**src/rtl/otter_intr_ctrl.sv**
```systemverilog
// otter_intr_ctrl: synchronizes and edge-detects interrupt lines, keeps masked pending
// requests and hands one source at a time to the OTTER multicycle control unit.
module otter_intr_ctrl #(
  parameter int NUM_SRC     = 4,
  parameter int SYNC_STAGES = 2
) (
  input  logic                       IC_CLK,
  input  logic                       IC_RESET,
  input  logic [NUM_SRC-1:0]         IC_SRC,
  input  logic                       IC_MIE,
  input  logic                       IC_CSR_WE,
  input  logic [NUM_SRC-1:0]         IC_CSR_WDATA,
  input  logic                       IC_intCLR,
  input  logic                       IC_intTaken,
  output logic                       IC_INT,
  output logic                       IC_prevINT,
  output logic [$clog2(NUM_SRC)-1:0] IC_CAUSE,
  output logic                       IC_ACTIVE,
  output logic [NUM_SRC-1:0]         IC_EN,
  output logic [NUM_SRC-1:0]         IC_PENDING
);

  localparam int CW = $clog2(NUM_SRC);

  logic [SYNC_STAGES-1:0][NUM_SRC-1:0] sync_q, sync_d;
  logic [NUM_SRC-1:0]                  prev_q, prev_d;
  logic [NUM_SRC-1:0]                  pending_q, pending_d;
  logic [NUM_SRC-1:0]                  en_q, en_d;
  logic                                active_q, active_d;
  logic [CW-1:0]                       cause_q, cause_d;

  logic [NUM_SRC-1:0] rise_s, eligible_s, cap_mask_s;
  logic [CW-1:0]      sel_idx_s;
  logic               int_s, prev_int_s, capture_s;

  // Request detection and the capture condition seen by the control unit.
  always_comb begin
    rise_s     = sync_q[SYNC_STAGES-1] & ~prev_q;
    eligible_s = (pending_q | rise_s) & en_q;
    int_s      = IC_MIE & ~active_q & (|(rise_s & en_q));
    prev_int_s = IC_MIE & ~active_q & (|(pending_q & en_q));
    capture_s  = IC_intCLR & ~IC_intTaken & ~active_q & (int_s | prev_int_s);
  end

  // Fixed priority: the lowest-index eligible source wins, so scan from the top down.
  always_comb begin
    sel_idx_s = {CW{1'b0}};
    for (int i = NUM_SRC - 1; i >= 0; i--) begin
      if (eligible_s[i]) begin
        sel_idx_s = CW'(i);
      end else begin
        sel_idx_s = sel_idx_s;
      end
    end
  end

  // Next-state logic; the captured source's pending bit and same-cycle rise are consumed.
  always_comb begin
    sync_d = {sync_q[SYNC_STAGES-2:0], IC_SRC};
    prev_d = sync_q[SYNC_STAGES-1];
    en_d   = IC_CSR_WE ? IC_CSR_WDATA : en_q;
    if (capture_s) begin
      cap_mask_s = {{(NUM_SRC-1){1'b0}}, 1'b1} << sel_idx_s;
      cause_d    = sel_idx_s;
    end else begin
      cap_mask_s = {NUM_SRC{1'b0}};
      cause_d    = cause_q;
    end
    pending_d = (pending_q | (rise_s & en_q)) & ~cap_mask_s;
    if (IC_intTaken) begin
      active_d = 1'b0;
    end else if (capture_s) begin
      active_d = 1'b1;
    end else begin
      active_d = active_q;
    end
  end

  // State registers with synchronous reset.
  always_ff @(posedge IC_CLK) begin
    if (IC_RESET) begin
      sync_q    <= {(SYNC_STAGES*NUM_SRC){1'b0}};
      prev_q    <= {NUM_SRC{1'b0}};
      pending_q <= {NUM_SRC{1'b0}};
      en_q      <= {NUM_SRC{1'b0}};
      active_q  <= 1'b0;
      cause_q   <= {CW{1'b0}};
    end else begin
      sync_q    <= sync_d;
      prev_q    <= prev_d;
      pending_q <= pending_d;
      en_q      <= en_d;
      active_q  <= active_d;
      cause_q   <= cause_d;
    end
  end

  assign IC_INT     = int_s;
  assign IC_prevINT = prev_int_s;
  assign IC_CAUSE   = cause_q;
  assign IC_ACTIVE  = active_q;
  assign IC_EN      = en_q;
  assign IC_PENDING = pending_q;

endmodule

```
**config.mk**
```make
export PLATFORM = sky130hd
export DESIGN_NAME = otter_intr_ctrl
export DESIGN_NICKNAME = d
export VERILOG_FILES = /design/src/rtl/otter_intr_ctrl.sv
export SDC_FILE = /design/constraint.sdc
export NUM_CORES = 1
export LEC_CHECK = 0
export ABC_AREA = 1
export CORE_UTILIZATION = 45
export CTS_BUF_LIST = sky130_fd_sc_hd__clkbuf_4
export DETAILED_ROUTE_END_ITERATION = 12
export PLACE_DENSITY = 0.82
export SETUP_SLACK_MARGIN = 0.3
export SLEW_MARGIN = 0
export SYNTH_ARGS = -nofsm -noshare
export SYNTH_HDL_FRONTEND = slang
export SYNTH_SLANG_ARGS = --single-unit
```
**constraint.sdc**
```tcl
create_clock -name IC_CLK -period 3.3 [get_ports IC_CLK]
set_input_delay 0.495 -clock IC_CLK [delete_from_list [all_inputs] [get_ports IC_CLK]]
set_output_delay 0.495 -clock IC_CLK [all_outputs]
set_load 0.01 [all_outputs]
```
==> results of run 1 <==
layer usage:
layer  routed length (microns)  part of all wire, %  global-route usage (%)
met1                       787                   43                   18.29
met2                       918                   50                   33.78
met5                         0                    0                       0
met3                        79                  4.3                   2.264
met4                        42                  2.3                   12.22
kinds of logic after synthesis:
family / after synthesis / share of synthesized area (%)
AND/OR/NAND/NOR: 63 / 31.21
flip-flops: 23 / 48.87
buffers and inverters: 21 / 8.366
AO/OA/AOI/OAI: 18 / 11.55
power by group:
group / switching [mW] / internal (mW) / total (mW) / leakage [nW]
clock: 0.0815 / 0.0555 / 0.137 / 0.0184
combinational: 0.0264 / 0.0315 / 0.0579 / 0.364
sequential: 0.00804 / 0.288 / 0.296 / 0.189
cell usage after synthesis:
cell type  instances  area (sq um)
inv_1             20         75.07
dfxtp_1           23         460.4
or2_2              1         6.260
a21oi_2            5         43.79
nand2_1           16         60.06
o21ai_1            2         10.01
nand2_2            5         31.28
o21ai_0           10         50.05
clkbuf_1           1         3.750
a21oi_1            1         5.000
nor2_1            35         131.4
nor2_4             3         33.78
nand3_2            2         20.02
nand2_4            1         11.26
final timing paths:
check                           cells past startpoint       endpoint  slack (ns)
worst max-delay path                                6     IC_prevINT        1.01
worst min-delay path                                2      prev_d[2]        0.41
worst max register to register                      7  IC_PENDING[1]        1.99
worst min register to register                      2      prev_d[2]        0.41
cell type report:
| type | instances | area share, % |
|---|---|---|
| clock buffers | 4 | 2.379 |
| inverters | 20 | 5.946 |
| multi-input cells | 81 | 31.91 |
| flip-flops and latches | 23 | 36.47 |
| well taps | 27 | 2.676 |
| repair buffers | 26 | 20.61 |
tightest hold or removal path, cell delays in order, from the launching register on:
cell     delay [ns]
dfxtp_1        0.32
inv_1          0.04
nor2_1         0.03
sequential cells by signal, indices dropped and copies added (netlist names):
register,flops
prev_q,4
prev_d,4
IC_PENDING,4
sync_d,4
IC_EN,4
IC_CAUSE,2
IC_ACTIVE,1
stage by stage:
stage                     instance area [sq um]  instances  power [mW]  setup slack [ns]  util, %
after detailed placement                   1232        177      0.3607             1.005    62.82
after global routing                       1262        181      0.5145            0.8505    64.35
after CTS                                  1262        181      0.4971             1.002    64.35
after floorplan                           942.2        125      0.3276             1.930        -
after global placement                     1232        177      0.3586             1.040    62.82
final                                      1262        181      0.4910             1.006    64.35
==> metrics, run 1 <==
outcome=finished, final reports clean; Die Area=2281 sq um; largest net degree at the start of global routing=17; vias in the first global route=729; max_cap viols=0; Tcrit/Tclk final=69.52%; register area=460.4 sq um; filler instances=190; TNS Setup=0 ns; Crit. End Element=output pin; Syn Std Cell Area=942.2 sq um; clk_lat worst skew=0.31 ns; Via density=4.547; grt ovf=0; Worst Setup Start Kind=input port; beginning of the critical path=IC_MIE; Tot GR Track Use=18.03%; relative slew slack=59.20%; # IOs=27; Via Count=823; first-pass GRT wire length=2760 microns; chip height=47.76 microns; n_diodes=0; RR Startpoint=IC_EN[3]; Initial Util=48.02%; router iterations before antenna repair=4; Layout area overhead=34.00%; min cycle time layout=2.294 ns; GP Congestion=0.8374; clock tree buffer depth=2; pwr dens=388.9 nW/um^2; kind of critical path=input port to output pin; worst hold start=sync_d[6]; hold crit path type=flip-flop to flip-flop; # setup viols final=0; Hold WS=0.4134 ns; Syn Nets=139; CTS tree=done; Max Clk Rate=435.9 MHz; Buf/Inv on CP=4; final WL=1827 microns; area of the multi-input gates=402.9 sq um; H-tree Lvls=1; antenna violations before repair=0; CP Cell Sequence=clkdlybuf4s50_1 -> nand2_1 -> inv_1 -> o21ai_1 -> inv_1 -> clkdlybuf4s50_1; worst-margin pin slew=0.6101 ns; CTS Sinks=23; # DRC=0; Core Area=1962 sq um; final hold viol count=0; share of cells above drive strength 1=13.64%; RSZ-0062 raised after global routing=no; synthesized instance count=125; # hold bufs at CTS=0; Inserted Clock Buffers=3; Post-DRT Antenna Nets=0; Leakage=0.5712 nW; sequential fraction of the synthesis area=48.87%; Synth warnings=0; Pins Over Slew Limit=0; Synth cell types=14; Seq cells post-synth=23; number of setup buffers added after CTS=0; Worst-path clk slew=0.12 ns; nets@finish=169; port buffer count=26; slowest library cell on the worst path=clkdlybuf4s50_1; Cell Rows=16; drt initial violations=10; most frequent cells in the layout=nor2_1 (35), clkdlybuf4s50_1 (26), dfxtp_1 (23); CTS-repair resized insts=0; cell family with most CP delay=buffers and inverters; clk root buf=clkbuf_4; crit-path max cell delay=0.52 ns; Detail Placement HPWL=1451 microns; Die X=47.76 microns; Clock Skew=0.001080 ns; leading cell type in the layout, fill and taps excluded=nor2_1; crit path DAT=1.80 ns; post-DR wirelength/cell=10.09 microns; peak supply drop=0.0002876 V; Synth Area per Inst=7.537 sq um; Worst Path Max Fanout=2; CP required=2.80 ns
No activity file was read; power rests on OpenSTA's default activity.
==> run 2, diff against run 1 <==
==> constraint.sdc (replaced) <==
create_clock -name IC_CLK -period 2.33 [get_ports IC_CLK]
set_input_delay 0.3495 -clock IC_CLK [delete_from_list [all_inputs] [get_ports IC_CLK]]
set_output_delay 0.3495 -clock IC_CLK [all_outputs]
set_load 0.01 [all_outputs]
==> run 2 against run 1 <==
Compared with the run above: register-to-register slack lost 0.94 ns; clock skew grew 0.0011 ns; worst hold slack gained 0.0025 ns; cell count grew 0.55%; critical endpoint is now IC_INT; sequential power grew 42%; sequential share of layout area grew 0.25 points; clock-buffer cell count shrank 1; sequential cell count is the same; wire length grew 7.8%.
==> metrics, run 2 (synthesis results as in run 1) <==
Via density=4.643; CTS Sinks=23; Layout area overhead=35.99%; Worst Setup Start Kind=flip-flop; relative slew slack=80.08%; n_diodes=0; met3 routed WL=101 microns; final setup margin=0.5539 ns; clock group share of total power=26.8%; # hold bufs at CTS=0; final hold viol count=0; crit-path max cell delay=0.38 ns; Cell Rows=16; Pins Over Slew Limit=0; filler instances=192; Post-DRT Antenna Nets=0; switching share of power=24.78%; Die Area=2281 sq um; Die X=47.76 microns; TNS Setup=0 ns; min cycle time layout=1.776 ns; # IOs=27; Worst-path clk slew=0.12 ns; kind of critical path=flip-flop to output pin; clock tree buffer depth=2; Detail Placement HPWL=1511 microns; leading cell type in the layout, fill and taps excluded=nor2_1; Switch Pwr=0.1705 mW; RSZ-0062 raised after global routing=no; combinational share of power=12.2%; dpl ws=0.3196 ns; cell family with most CP delay=simple AND/OR/NAND/NOR gates; H-tree Lvls=1; fin cells=182; Max Clk Rate=563.0 MHz; # DRC=0; Crit. End Element=output pin; Via Count=845; share of cells above drive strength 1=17.42%; Leakage=0.5996 nW; first-pass GRT wire length=2980 microns; Worst Path Max Fanout=4; clk root buf=clkbuf_4; most frequent cells in the layout=nor2_1 (34), clkdlybuf4s50_1 (24), inv_1 (20); CTS tree=done; Buf/Inv on CP=2; grt ovf=0; outcome=finished, final reports clean; max_cap viols=0; hold crit path type=flip-flop to flip-flop; port buffer count=26; nets@finish=170; placed cell count=178; slowest library cell on the worst path=dfxtp_2; peak supply drop=0.0004366 V; Clock Skew=0.002183 ns; CP Cell Sequence=nand2_1 -> nor2_1 -> nor2_1 -> nand2_1 -> nand2_2 -> inv_1 -> dlygate4sd2_1; CP required=1.98 ns; router iterations before antenna repair=4; Hold WS=0.4159 ns; largest net degree at the start of global routing=15; Reg power frac=61.0%; Tcrit/Tclk final=76.23%; vias in the first global route=729; chip height=47.76 microns; drt initial violations=7; pwr dens=537.1 nW/um^2; Int Pwr=0.5177 mW; worst-margin pin slew=0.2977 ns; Met1 Routed Length=855 microns; GP Congestion=0.8521; Highest Signal Layer=met4; crit path DAT=1.43 ns; Initial Util=48.02%; antenna violations before repair=0; Inserted Clock Buffers=3; number of setup buffers added after CTS=0; clk_lat worst skew=0.31 ns; # setup viols final=0; Tot GR Track Use=19.27%; post-DR wirelength/cell=10.82 microns; final WL=1970 microns; DR WL met2=976 microns; Core Area=1962 sq um
-- run 2: changes by cell type in the layout (fill, tap and decap cells not counted) --
cell / before / now
dfxtp_4: 0 / 2
dlymetal6s2s_1: 0 / 1
dfxtp_2: 0 / 2
dlygate4sd2_1: 0 / 1
clkdlybuf4s50_1: 26 / 24
dfxtp_1: 23 / 19
nor2_1: 35 / 34
clkbuf_4: 4 / 3
nor2_2: 0 / 1
buf_4: 0 / 1
clkinv_2: 0 / 1
-- run 2: worst reg2reg max path: cells and delay by family, from the launching register on --
kind	cells	cell delay [ns]
flip-flops	1	0.38
AND/OR/NAND/NOR	7	0.62
AO/OA/AOI/OAI	1	0.18
-- run 2: path summary, 6_finish.rpt --
kind	start	endpoint	slack, ns	cells past startpoint
worst max-delay path	IC_EN[3]	IC_INT	0.55	7
worst min register to register	sync_d[5]	prev_d[1]	0.42	2
worst min-delay path	sync_d[5]	prev_d[1]	0.42	2
worst max register to register	IC_EN[1]	IC_PENDING[2]	1.05	8
-- run 2: cell type report --
cell class	instances	area (sq um)	area share, %
sequential	23	470.5	36.72
clock inverter	1	5.005	0.3906
tap	27	33.78	2.637
multi-input combinational	81	405.4	31.64
clock buffer	3	22.52	1.758
timing repair buffer	27	269.0	21.00
inverter	20	75.07	5.859
-- run 2: routing by layer --
| metal | GRT usage (%) | up-vias |
|---|---|---|
| met4 | 13.89 | 0 |
| li1 | - | 440 |
| met2 | 31.62 | 27 |
| met3 | 2.264 | 4 |
| met1 | 23.15 | 374 |
| met5 | 0 | - |
-- run 2: through the flow --
| stage | util [%] | instance area (sq um) | power, mW |
|---|---|---|---|
| 6_report | 65.31 | 1281 | 0.6882 |
| 2_1_floorplan | - | 942.2 | 0.4640 |
| 4_1_cts | 65.18 | 1279 | 0.6951 |
| 3_5_place_dp | 63.20 | 1240 | 0.5127 |
| 5_1_grt | 65.31 | 1281 | 0.7181 |
| 3_3_place_gp | 63.20 | 1240 | 0.5091 |
-- run 2: what timing repair did --
item	CTS	global route
gates resized for setup	8	1
pin swaps	0	0
setup endpoints to repair	1	1
-- run 2: power groups by stage --
stage | logic, mW | registers (mW) | clock network [mW]
floorplan | 0.0350 | 0.429 | 0
global placement | 0.0814 | 0.428 | 0
detailed placement | 0.0844 | 0.428 | 0
CTS | 0.0845 | 0.420 | 0.191
global route | 0.0920 | 0.421 | 0.205
finish | 0.0839 | 0.420 | 0.185
==> run 3, diff against run 2 <==
==> constraint.sdc (replaced) <==
create_clock -name IC_CLK -period 1.71 [get_ports IC_CLK]
set_input_delay 0.2565 -clock IC_CLK [delete_from_list [all_inputs] [get_ports IC_CLK]]
set_output_delay 0.2565 -clock IC_CLK [all_outputs]
set_load 0.01 [all_outputs]
==> run 3 against run 2 <==
Compared with the run above: register-to-register slack lost 0.68 ns; global-route usage shrank 0.093 points; first-iteration DRC count grew 71%; sequential cell count is the same; worst setup slack lost 0.31 ns; critical path depth is the same; core utilization grew 4.3 points; sequential share of layout area shrank 2.2 points; clock skew is essentially flat; wire length grew 1.3%; power grew 39%; critical path type unchanged; largest power group unchanged.
==> metrics, run 3 (synthesis results as in run 1) <==
outcome=finished, final reports clean; Finished Cell Area=1365 sq um; CTS tree=done; Worst-path clk slew=0.11 ns; most frequent cells in the layout=nor2_1 (30), inv_1 (18), dfxtp_1 (16); Tot GR Track Use=19.18%; peak supply drop=0.0006764 V; Cell Rows=16; Max Clk Rate=682.7 MHz; Crit. End Element=output pin; drt initial violations=12; grt ovf=0; hold crit path type=flip-flop to flip-flop; chip height=47.76 microns; nets@finish=177; # DRC=0; Post-DRT Antenna Nets=0; Via Count=863; n_diodes=0; post-DR wirelength/cell=10.56 microns; Die Area=2281 sq um; Clock Skew=0.001927 ns; Worst Setup Start Kind=flip-flop; kind of critical path=flip-flop to output pin; TNS Setup=0 ns; final WL=1996 microns; Die X=47.76 microns; pwr dens=700.6 nW/um^2; share of cells above drive strength 1=30.86%; vias in the first global route=780; relative slew slack=78.95%; RSZ-0062 raised after global routing=yes; placed cell count=181; crit path DAT=1.21 ns; Tcrit/Tclk final=85.66%; final hold viol count=0; max_cap viols=0; antenna violations before repair=0; Layout area overhead=44.89%; min cycle time layout=1.465 ns; worst-margin pin slew=0.3146 ns; first-pass GRT wire length=2946 microns; GP Congestion=0.8628; # IOs=27; Via density=4.566; final setup margin=0.2452 ns; Hold WS=0.4101 ns; CTS Sinks=23; fin util=69.58%; Core Area=1962 sq um; Inserted Clock Buffers=3; Leakage=0.6861 nW; leading cell type in the layout, fill and taps excluded=nor2_1; CP required=1.45 ns; Initial Util=48.02%; Power Total=0.9563 mW; Detail Placement HPWL=1483 microns; port buffer count=26; fin cells=189; Placed Area=1262 sq um; Worst Path Max Fanout=3; clk root buf=clkbuf_4; # setup viols final=0; router iterations before antenna repair=4; clock tree buffer depth=2; dpl ws=-0.05998 ns; Pins Over Slew Limit=0; largest net degree at the start of global routing=15; H-tree Lvls=1; clk_lat worst skew=0.30 ns
## run 3: cell count changes in the layout (fill, tap and decap cells not counted), sizes merged
cell           previous run  this run
clkdlybuf4s50            24        13
dlygate4sd2               1        11
buf                       1        10
clkbuf                    3         4
clkinv                    1         0
dlymetal6s2s              1         0
## run 3: area by class of cell
| class | count | area, sq um |
|---|---|---|
| clock buffers | 4 | 30.03 |
| fillers | 180 | 596.8 |
| inverters | 20 | 75.07 |
| multi-input cells | 81 | 444.2 |
| flip-flops and latches | 23 | 471.7 |
| well taps | 27 | 33.78 |
| repair buffers | 34 | 310.3 |
## run 3: what timing repair did
action	4_1_cts	5_1_grt
buffers inserted	3	1
hold buffers	0	0
cloned	0	0
endpoints found under the setup margin	13	8
gates resized for setup	32	13
pin swaps	3	5
## run 3: worst paths after layout
| kind | start | cells after the start | endpoint | slack [ns] |
|---|---|---|---|---|
| setup / recovery | IC_EN[1] | 7 | IC_INT | 0.25 |
| hold / removal | sync_d[5] | 2 | prev_d[1] | 0.41 |
| setup reg to reg | IC_EN[1] | 10 | IC_PENDING[3] | 0.37 |
| hold reg to reg | sync_d[5] | 2 | prev_d[1] | 0.41 |
## run 3: critical path: stages (launching register included)
cell and delay [ns]:
dfxtp_2 0.38, nand2_2 0.06, nor2_4 0.13, nor2_2 0.06, nand2_1 0.08, nand2_2 0.06
inv_2 0.05, buf_6 0.09
## run 3: routing by layer
metal | vias to the layer above | GRT usage [%] | wire [microns] | part of all wire, %
met5 | - | 0 | 0 | 0
met4 | 0 | 14.44 | 63 | 3.2
met1 | 370 | 19.86 | 816 | 41
li1 | 454 | - | - | -
met3 | 9 | 2.264 | 92 | 4.6
met2 | 30 | 34.86 | 1023 | 51
## run 3: report_power, final
group | total (mW) | switching, mW | internal [mW]
registers | 0.572 | 0.0149 | 0.557
clock network | 0.255 | 0.149 | 0.107
logic | 0.129 | 0.0602 | 0.0691
total | 0.956 | 0.224 | 0.733
